## src/rtl/encoder_pkg.sv

```systemverilog
// Shared types and constants for the rotary-encoder parameter controller.
package encoder_pkg;

    typedef enum logic {
        ST_BROWSE = 1'b0,
        ST_EDIT   = 1'b1
    } state_e;

    localparam logic DIR_CW  = 1'b1;
    localparam logic DIR_CCW = 1'b0;

endpackage

```

## src/rtl/encoder_param_controller_if.sv

```systemverilog
// Raw encoder pins and user-setting outputs of the encoder parameter controller.
interface encoder_param_controller_if #(
    parameter int NUM_PARAMS = 4,
    parameter int WIDTH      = 8
);
    localparam int SEL_W = $clog2(NUM_PARAMS);

    logic                        sw;
    logic                        dt;
    logic                        key;
    logic [SEL_W-1:0]            sel_o;
    logic                        edit_o;
    logic [NUM_PARAMS*WIDTH-1:0] value_o;
    logic                        step_valid_o;
    logic                        step_dir_o;

    modport master (
        output sw, dt, key,
        input  sel_o, edit_o, value_o, step_valid_o, step_dir_o
    );

    modport slave (
        input  sw, dt, key,
        output sel_o, edit_o, value_o, step_valid_o, step_dir_o
    );

endinterface

```

## src/rtl/encoder_debounce.sv

```systemverilog
// Two-flop synchroniser plus stability-count debounce filter for one raw input.
module encoder_debounce #(
    parameter int DEBOUNCE_CYCLES = 1000
) (
    input  logic clk,
    input  logic rst_n,
    input  logic din_i,
    output logic filt_o,
    output logic init_o
);
    localparam int               CNT_W = $clog2(DEBOUNCE_CYCLES);
    localparam logic [CNT_W-1:0] LAST  = CNT_W'(DEBOUNCE_CYCLES - 1);

    logic [1:0]       sync_q, sync_d;
    logic [CNT_W-1:0] cnt_q, cnt_d;
    logic             filt_q, filt_d;
    logic             init_q, init_d;

    always_comb begin
        sync_d = {sync_q[0], din_i};
        cnt_d  = cnt_q;
        filt_d = filt_q;
        init_d = init_q;
        // Before the first qualification the filter just tracks the line; the
        // init flag rises once it has been stable long enough, so no edge is seen.
        if (!init_q) begin
            if (sync_q[1] != filt_q) begin
                filt_d = sync_q[1];
                cnt_d  = '0;
            end else if (cnt_q == LAST) begin
                init_d = 1'b1;
                cnt_d  = '0;
            end else begin
                cnt_d = cnt_q + CNT_W'(1);
            end
        end else if (sync_q[1] != filt_q) begin
            if (cnt_q == LAST) begin
                filt_d = sync_q[1];
                cnt_d  = '0;
            end else begin
                cnt_d = cnt_q + CNT_W'(1);
            end
        end else begin
            cnt_d = '0;
        end
    end

    always_ff @(posedge clk or negedge rst_n) begin
        if (!rst_n) begin
            sync_q <= '0;
            cnt_q  <= '0;
            filt_q <= 1'b0;
            init_q <= 1'b0;
        end else begin
            sync_q <= sync_d;
            cnt_q  <= cnt_d;
            filt_q <= filt_d;
            init_q <= init_d;
        end
    end

    assign filt_o = filt_q;
    assign init_o = init_q;

endmodule

```

## src/rtl/encoder_param_controller.sv

```systemverilog
// Encoder front end: debounced detents drive a browse/edit FSM over a bank of
// saturating parameter registers.
module encoder_param_controller
    import encoder_pkg::*;
#(
    parameter int NUM_PARAMS      = 4,
    parameter int WIDTH           = 8,
    parameter int DEBOUNCE_CYCLES = 1000
) (
    input logic                       clk,
    input logic                       rst_n,
    encoder_param_controller_if.slave bus
);
    localparam int               SEL_W   = $clog2(NUM_PARAMS);
    localparam logic [SEL_W-1:0] SEL_MAX = SEL_W'(NUM_PARAMS - 1);

    function automatic logic [WIDTH-1:0] sat_step(input logic [WIDTH-1:0] v,
                                                  input logic             dir);
        if (dir == DIR_CW) return (&v) ? v : v + WIDTH'(1);
        else               return (v == '0) ? v : v - WIDTH'(1);
    endfunction

    function automatic logic [SEL_W-1:0] wrap_step(input logic [SEL_W-1:0] s,
                                                   input logic             dir);
        if (dir == DIR_CW) return (s == SEL_MAX) ? '0 : s + SEL_W'(1);
        else               return (s == '0) ? SEL_MAX : s - SEL_W'(1);
    endfunction

    logic sw_filt, sw_init, dt_filt, dt_init, key_filt, key_init;

    encoder_debounce #(.DEBOUNCE_CYCLES(DEBOUNCE_CYCLES)) u_sw_db (
        .clk(clk), .rst_n(rst_n), .din_i(bus.sw), .filt_o(sw_filt), .init_o(sw_init)
    );
    encoder_debounce #(.DEBOUNCE_CYCLES(DEBOUNCE_CYCLES)) u_dt_db (
        .clk(clk), .rst_n(rst_n), .din_i(bus.dt), .filt_o(dt_filt), .init_o(dt_init)
    );
    encoder_debounce #(.DEBOUNCE_CYCLES(DEBOUNCE_CYCLES)) u_key_db (
        .clk(clk), .rst_n(rst_n), .din_i(bus.key), .filt_o(key_filt), .init_o(key_init)
    );

    state_e           state_q, state_d;
    logic [SEL_W-1:0] sel_q, sel_d;
    logic [WIDTH-1:0] val_q [NUM_PARAMS];
    logic [WIDTH-1:0] val_d [NUM_PARAMS];
    logic             step_valid_q, step_valid_d;
    logic             step_dir_q, step_dir_d;
    logic             sw_prev_q, sw_prev_d;
    logic             key_prev_q, key_prev_d;

    logic sw_rise, key_rise, dir;

    assign sw_rise  = sw_init && dt_init && sw_filt && !sw_prev_q;
    assign key_rise = key_init && key_filt && !key_prev_q;
    assign dir      = dt_filt ? DIR_CCW : DIR_CW;

    always_comb begin
        state_d      = state_q;
        sel_d        = sel_q;
        val_d        = val_q;
        step_valid_d = 1'b0;
        step_dir_d   = step_dir_q;
        sw_prev_d    = sw_filt;
        key_prev_d   = key_filt;
        // A key press in the same cycle as a detent swallows the detent.
        if (key_rise) begin
            state_d = (state_q == ST_BROWSE) ? ST_EDIT : ST_BROWSE;
        end else if (sw_rise) begin
            step_valid_d = 1'b1;
            step_dir_d   = dir;
            if (state_q == ST_BROWSE) sel_d = wrap_step(sel_q, dir);
            else                      val_d[sel_q] = sat_step(val_q[sel_q], dir);
        end
    end

    always_ff @(posedge clk or negedge rst_n) begin
        if (!rst_n) begin
            state_q      <= ST_BROWSE;
            sel_q        <= '0;
            for (int i = 0; i < NUM_PARAMS; i++) val_q[i] <= '0;
            step_valid_q <= 1'b0;
            step_dir_q   <= 1'b0;
            sw_prev_q    <= 1'b0;
            key_prev_q   <= 1'b0;
        end else begin
            state_q      <= state_d;
            sel_q        <= sel_d;
            val_q        <= val_d;
            step_valid_q <= step_valid_d;
            step_dir_q   <= step_dir_d;
            sw_prev_q    <= sw_prev_d;
            key_prev_q   <= key_prev_d;
        end
    end

    assign bus.sel_o        = sel_q;
    assign bus.edit_o       = (state_q == ST_EDIT);
    assign bus.step_valid_o = step_valid_q;
    assign bus.step_dir_o   = step_dir_q;

    for (genvar g = 0; g < NUM_PARAMS; g++) begin : g_pack
        assign bus.value_o[g*WIDTH +: WIDTH] = val_q[g];
    end

endmodule

```

## src/flat_wrapper.sv

```systemverilog
// flat-port wrapper written by rule: the top's interface ports become plain ports
module encoder_param_controller_flat import encoder_pkg::*;
#(
    parameter int NUM_PARAMS      = 4,
    parameter int WIDTH           = 8,
    parameter int DEBOUNCE_CYCLES = 1000
)
  (clk, rst_n, bus_sw, bus_dt, bus_key, bus_sel_o, bus_edit_o, bus_value_o, bus_step_valid_o, bus_step_dir_o);
  encoder_param_controller_if #(.NUM_PARAMS(NUM_PARAMS), .WIDTH(WIDTH)) bus_i ();
  input logic clk;
  input logic rst_n;
  input wire logic [$bits(bus_i.sw)-1:0] bus_sw;
  input wire logic [$bits(bus_i.dt)-1:0] bus_dt;
  input wire logic [$bits(bus_i.key)-1:0] bus_key;
  output wire logic [$bits(bus_i.sel_o)-1:0] bus_sel_o;
  output wire logic [$bits(bus_i.edit_o)-1:0] bus_edit_o;
  output wire logic [$bits(bus_i.value_o)-1:0] bus_value_o;
  output wire logic [$bits(bus_i.step_valid_o)-1:0] bus_step_valid_o;
  output wire logic [$bits(bus_i.step_dir_o)-1:0] bus_step_dir_o;
  assign bus_i.sw = bus_sw;
  assign bus_i.dt = bus_dt;
  assign bus_i.key = bus_key;
  assign bus_sel_o = bus_i.sel_o;
  assign bus_edit_o = bus_i.edit_o;
  assign bus_value_o = bus_i.value_o;
  assign bus_step_valid_o = bus_i.step_valid_o;
  assign bus_step_dir_o = bus_i.step_dir_o;
  encoder_param_controller #(.NUM_PARAMS(NUM_PARAMS), .WIDTH(WIDTH), .DEBOUNCE_CYCLES(DEBOUNCE_CYCLES)) u_core (.clk(clk), .rst_n(rst_n), .bus(bus_i));
endmodule
```

## config.mk

```make
export PLATFORM = sky130hd
export DESIGN_NAME = encoder_param_controller_flat
export DESIGN_NICKNAME = d
export VERILOG_FILES = /design/src/rtl/encoder_pkg.sv /design/src/rtl/encoder_param_controller_if.sv /design/src/rtl/encoder_debounce.sv /design/src/rtl/encoder_param_controller.sv /design/src/flat_wrapper.sv
export SDC_FILE = /design/constraint.sdc
export NUM_CORES = 1
export LEC_CHECK = 0
export CELL_PAD_IN_SITES_DETAIL_PLACEMENT = 1
export CELL_PAD_IN_SITES_GLOBAL_PLACEMENT = 2
export CORE_ASPECT_RATIO = 1.4
export CORE_MARGIN = 3
export CORE_UTILIZATION = 41
export DETAILED_ROUTE_END_ITERATION = 10
export GPL_ROUTABILITY_DRIVEN = 0
export PLACE_DENSITY_LB_ADDON = 0.12
export SYNTH_ARGS = -nofsm -noshare
export SYNTH_HDL_FRONTEND = slang
export SYNTH_HIERARCHICAL = 1
export SYNTH_SLANG_ARGS = --single-unit
```

## constraint.sdc

```tcl
create_clock -name clk -period 4.9 [get_ports clk]
set_input_delay 1.47 -clock clk [delete_from_list [all_inputs] [get_ports clk]]
set_output_delay 1.47 -clock clk [all_outputs]
set_load 0.02 [all_outputs]
```

==> metrics.txt <==
# rows 43; outcome finished, final reports clean; CTS tree yes; final core utilization 49.9%; max-slew violation count 0; final setup vio count 0; Worst Max-Slew Pin Slew 1020 ps; clock network power share between 40% and 50%; dominant synthesized flop cell dfrtp_1; Arr. time, crit path around 1900 ps; Period Utilization, post-route 68.1%; Clock Latency Late Sink 340 ps; Max-slew headroom 32.0%; max-cap viol count 0; yosys warns 6; critical path class register to primary output; Power Total 1.43 mW; routed vias/inst 5.55; post-DR wirelength/cell between 15 and 20 um; CP top delay family flip-flops; RSZ-0062 raised after global routing no; Max Clock Freq roughly 0.3 GHz; I/O pins 42; area occupied by multi-input gates 0.00205 sq mm; Pint around 1.1 mW; Core ar. 0.0100 sq mm; htree depth 3; Post-CTS Setup Inserts 0; starting density of the core 42.3%; area added between synthesis and finish 18.0%; Comb power frac around 4.5%; Placed Cells 543; most common cell after layout, fill and taps aside dfrtp_1; setup tns final 0 ps; number of global-route vias before repair 3271; Clock Skew 10.1 ps; Final Hold Viols 0; Final HPWL DP 7170 um; # fillers 1087; 1st-iter DRT viols between 60 and 70; pin count of the biggest net entering global routing 82; Pleak between 2 and 2.5 nW; Seq/Total Area, Yosys roughly 48%; die area 0.0116 sq mm; Mapped Cells roughly 390; initial antenna violation count 0; Slowest-stage cell, CP dfrtp_1; Final #Nets approximately 430; TritonCTS Buffers 9; pwr dens 287 mW/mm^2; CP cell instances clkdlybuf4s50_1; Max VDD drop around 0.17 mV; CP required 3430 ps; most frequent cells in the layout dfrtp_1, nand2_1, clkdlybuf4s50_1; Mapped Avg Cell Area 11.0 sq um; Yosys reg bits 81; total wire length 10200 um; number of clock sinks 81; antenna viol nets, final 0; ys async rst share 100%; Post-synth EDFFs 0; register area 0.00203 sq mm; Global Route Usage Sum 18.9%; fraction of layout cells with a size suffix above 1 14.2%; Root Buffer clkbuf_16; peak fanout along the critical path 12; DRC violation count after routing 0; Die H 126 um; WP buf/inv 1; switch share 22.1%; Yosys cell types 60; drt pass-1 iters 4; hold-fix buffers at CTS 0; Max Root-Sink Buffers 2; Hold/Removal Path Class register to register; diode count 0; first-pass GRT wire length between 15000 and 20000 um; cell area after synthesis 0.00424 sq mm; gr ovfl total 0; # resized after CTS 0; post-synth net total 400; non-filler cells, final 559; hold slack 349 ps; minimum clock period 3340 ps; register share of total power 48.9%; Die X between 90 and 100 um; IO Port Bufs 41; NetSw 316 uW; Reg clk slew, reported paths 50 ps; CP peak stage delay 780 ps; CP endpoint kind primary output; vias after detailed routing about 3100; startpoint types register
-- cells in the mapped netlist, types with 5 or more instances --
cell type	n	share of area, %
buf_6	5	1.3
inv_1	11	0.97
nor2_1	23	2.0
xnor2_1	19	3.9
dfrtp_1	81	48
o211ai_1	7	1.2
and3_1	9	1.3
xor2_1	10	2.1
o21ai_0	5	0.59
nand3_1	17	2.0
clkbuf_1	7	0.62
mux4_2	8	4.3
a31oi_1	8	1.2
nand2_1	42	3.7
mux2_2	17	4.5
and4_1	6	1.2
nand4_1	6	0.89
ha_1	10	3.0
nor2_2	6	0.89
o21ai_1	9	1.1
-- logic make-up (layout without fill, tap and decap cells) --
kind of cell / after synthesis / count (layout) / share of synthesized area (%)
AOI/OAI and AO/OA: 56 / 56 / 9.63
xor gates and xnor gates: 29 / 29 / 6.00
adders and majority gates: 10 / 10 / 2.95
buffers and inverters: 30 / 69 / 3.63
DFF: 81 / 81 / 47.9
muxes: 28 / 28 / 9.84
and+or+nand+nor: 151 / 151 / 20.1
-- state kept, by name, indices dropped and copies added (netlist names), 2 cells and up --
| signal | cells |
|---|---|
| u_core/u_dt_db/sync_q | 2 |
| u_core/u_key_db/cnt_q | 10 |
| u_core/u_sw_db/sync_q | 2 |
| u_core/bus.value_o | 32 |
| u_core/u_key_db/sync_q | 2 |
| u_core/u_dt_db/cnt_q | 10 |
| u_core/u_sw_db/cnt_q | 10 |
| u_core/bus.sel_o | 2 |
-- area by class of cell --
type	count	area share, %
multi-input cells	274	41.1
inverters	11	0.826
clock buffers	13	5.01
well taps	135	3.38
clock inverters	3	0.801
repair buffers	42	8.31
flip-flops and latches	81	40.6
-- final timing paths --
path                       slack, ps                       end  cells past startpoint                      from
min reg2reg                      350  u_core/u_dt_db/sync_q[1]                      0  u_core/u_dt_db/sync_q[0]
max                             1560              bus_sel_o[0]                      1       u_core/bus.sel_o[0]
min in group asynchronous       1290    u_core/bus.value_o[14]                      1                     rst_n
min                              350  u_core/u_dt_db/sync_q[1]                      0  u_core/u_dt_db/sync_q[0]
max in group asynchronous       2930    u_core/bus.value_o[26]                      1                     rst_n
max reg2reg                     1630     u_core/bus.value_o[3]                      7       u_core/bus.sel_o[0]
-- power groups by stage --
stage / registers [mW] / clock network [mW] / logic (mW)
6_report: 0.702 / 0.667 / 0.0647
5_1_grt: 0.704 / 0.724 / 0.0765
4_1_cts: 0.702 / 0.685 / 0.0676
3_5_place_dp: 0.714 / 0 / 0.0662
3_3_place_gp: 0.713 / 0 / 0.0639
2_1_floorplan: 0.709 / 0 / 0.0470
-- routing by layer --
layer,share of wire (%),track usage (%),up-vias,wire length [um]
li1,-,-,1459,-
met1,41,21.6,1595,4170
met2,55,34.9,39,5610
met3,2.5,4.30,9,252
met4,1.2,5.86,0,125
met5,0,0,-,0
-- through the flow --
step / area [sq um] / worst slack [ps]
5_1_grt: 5000 / 1420
3_3_place_gp: 4710 / 1680
6_report: 5000 / 1560
3_5_place_dp: 4710 / 1620
4_1_cts: 5000 / 1500
2_1_floorplan: 4240 / 2000
Power figures use the tool's default switching activity.
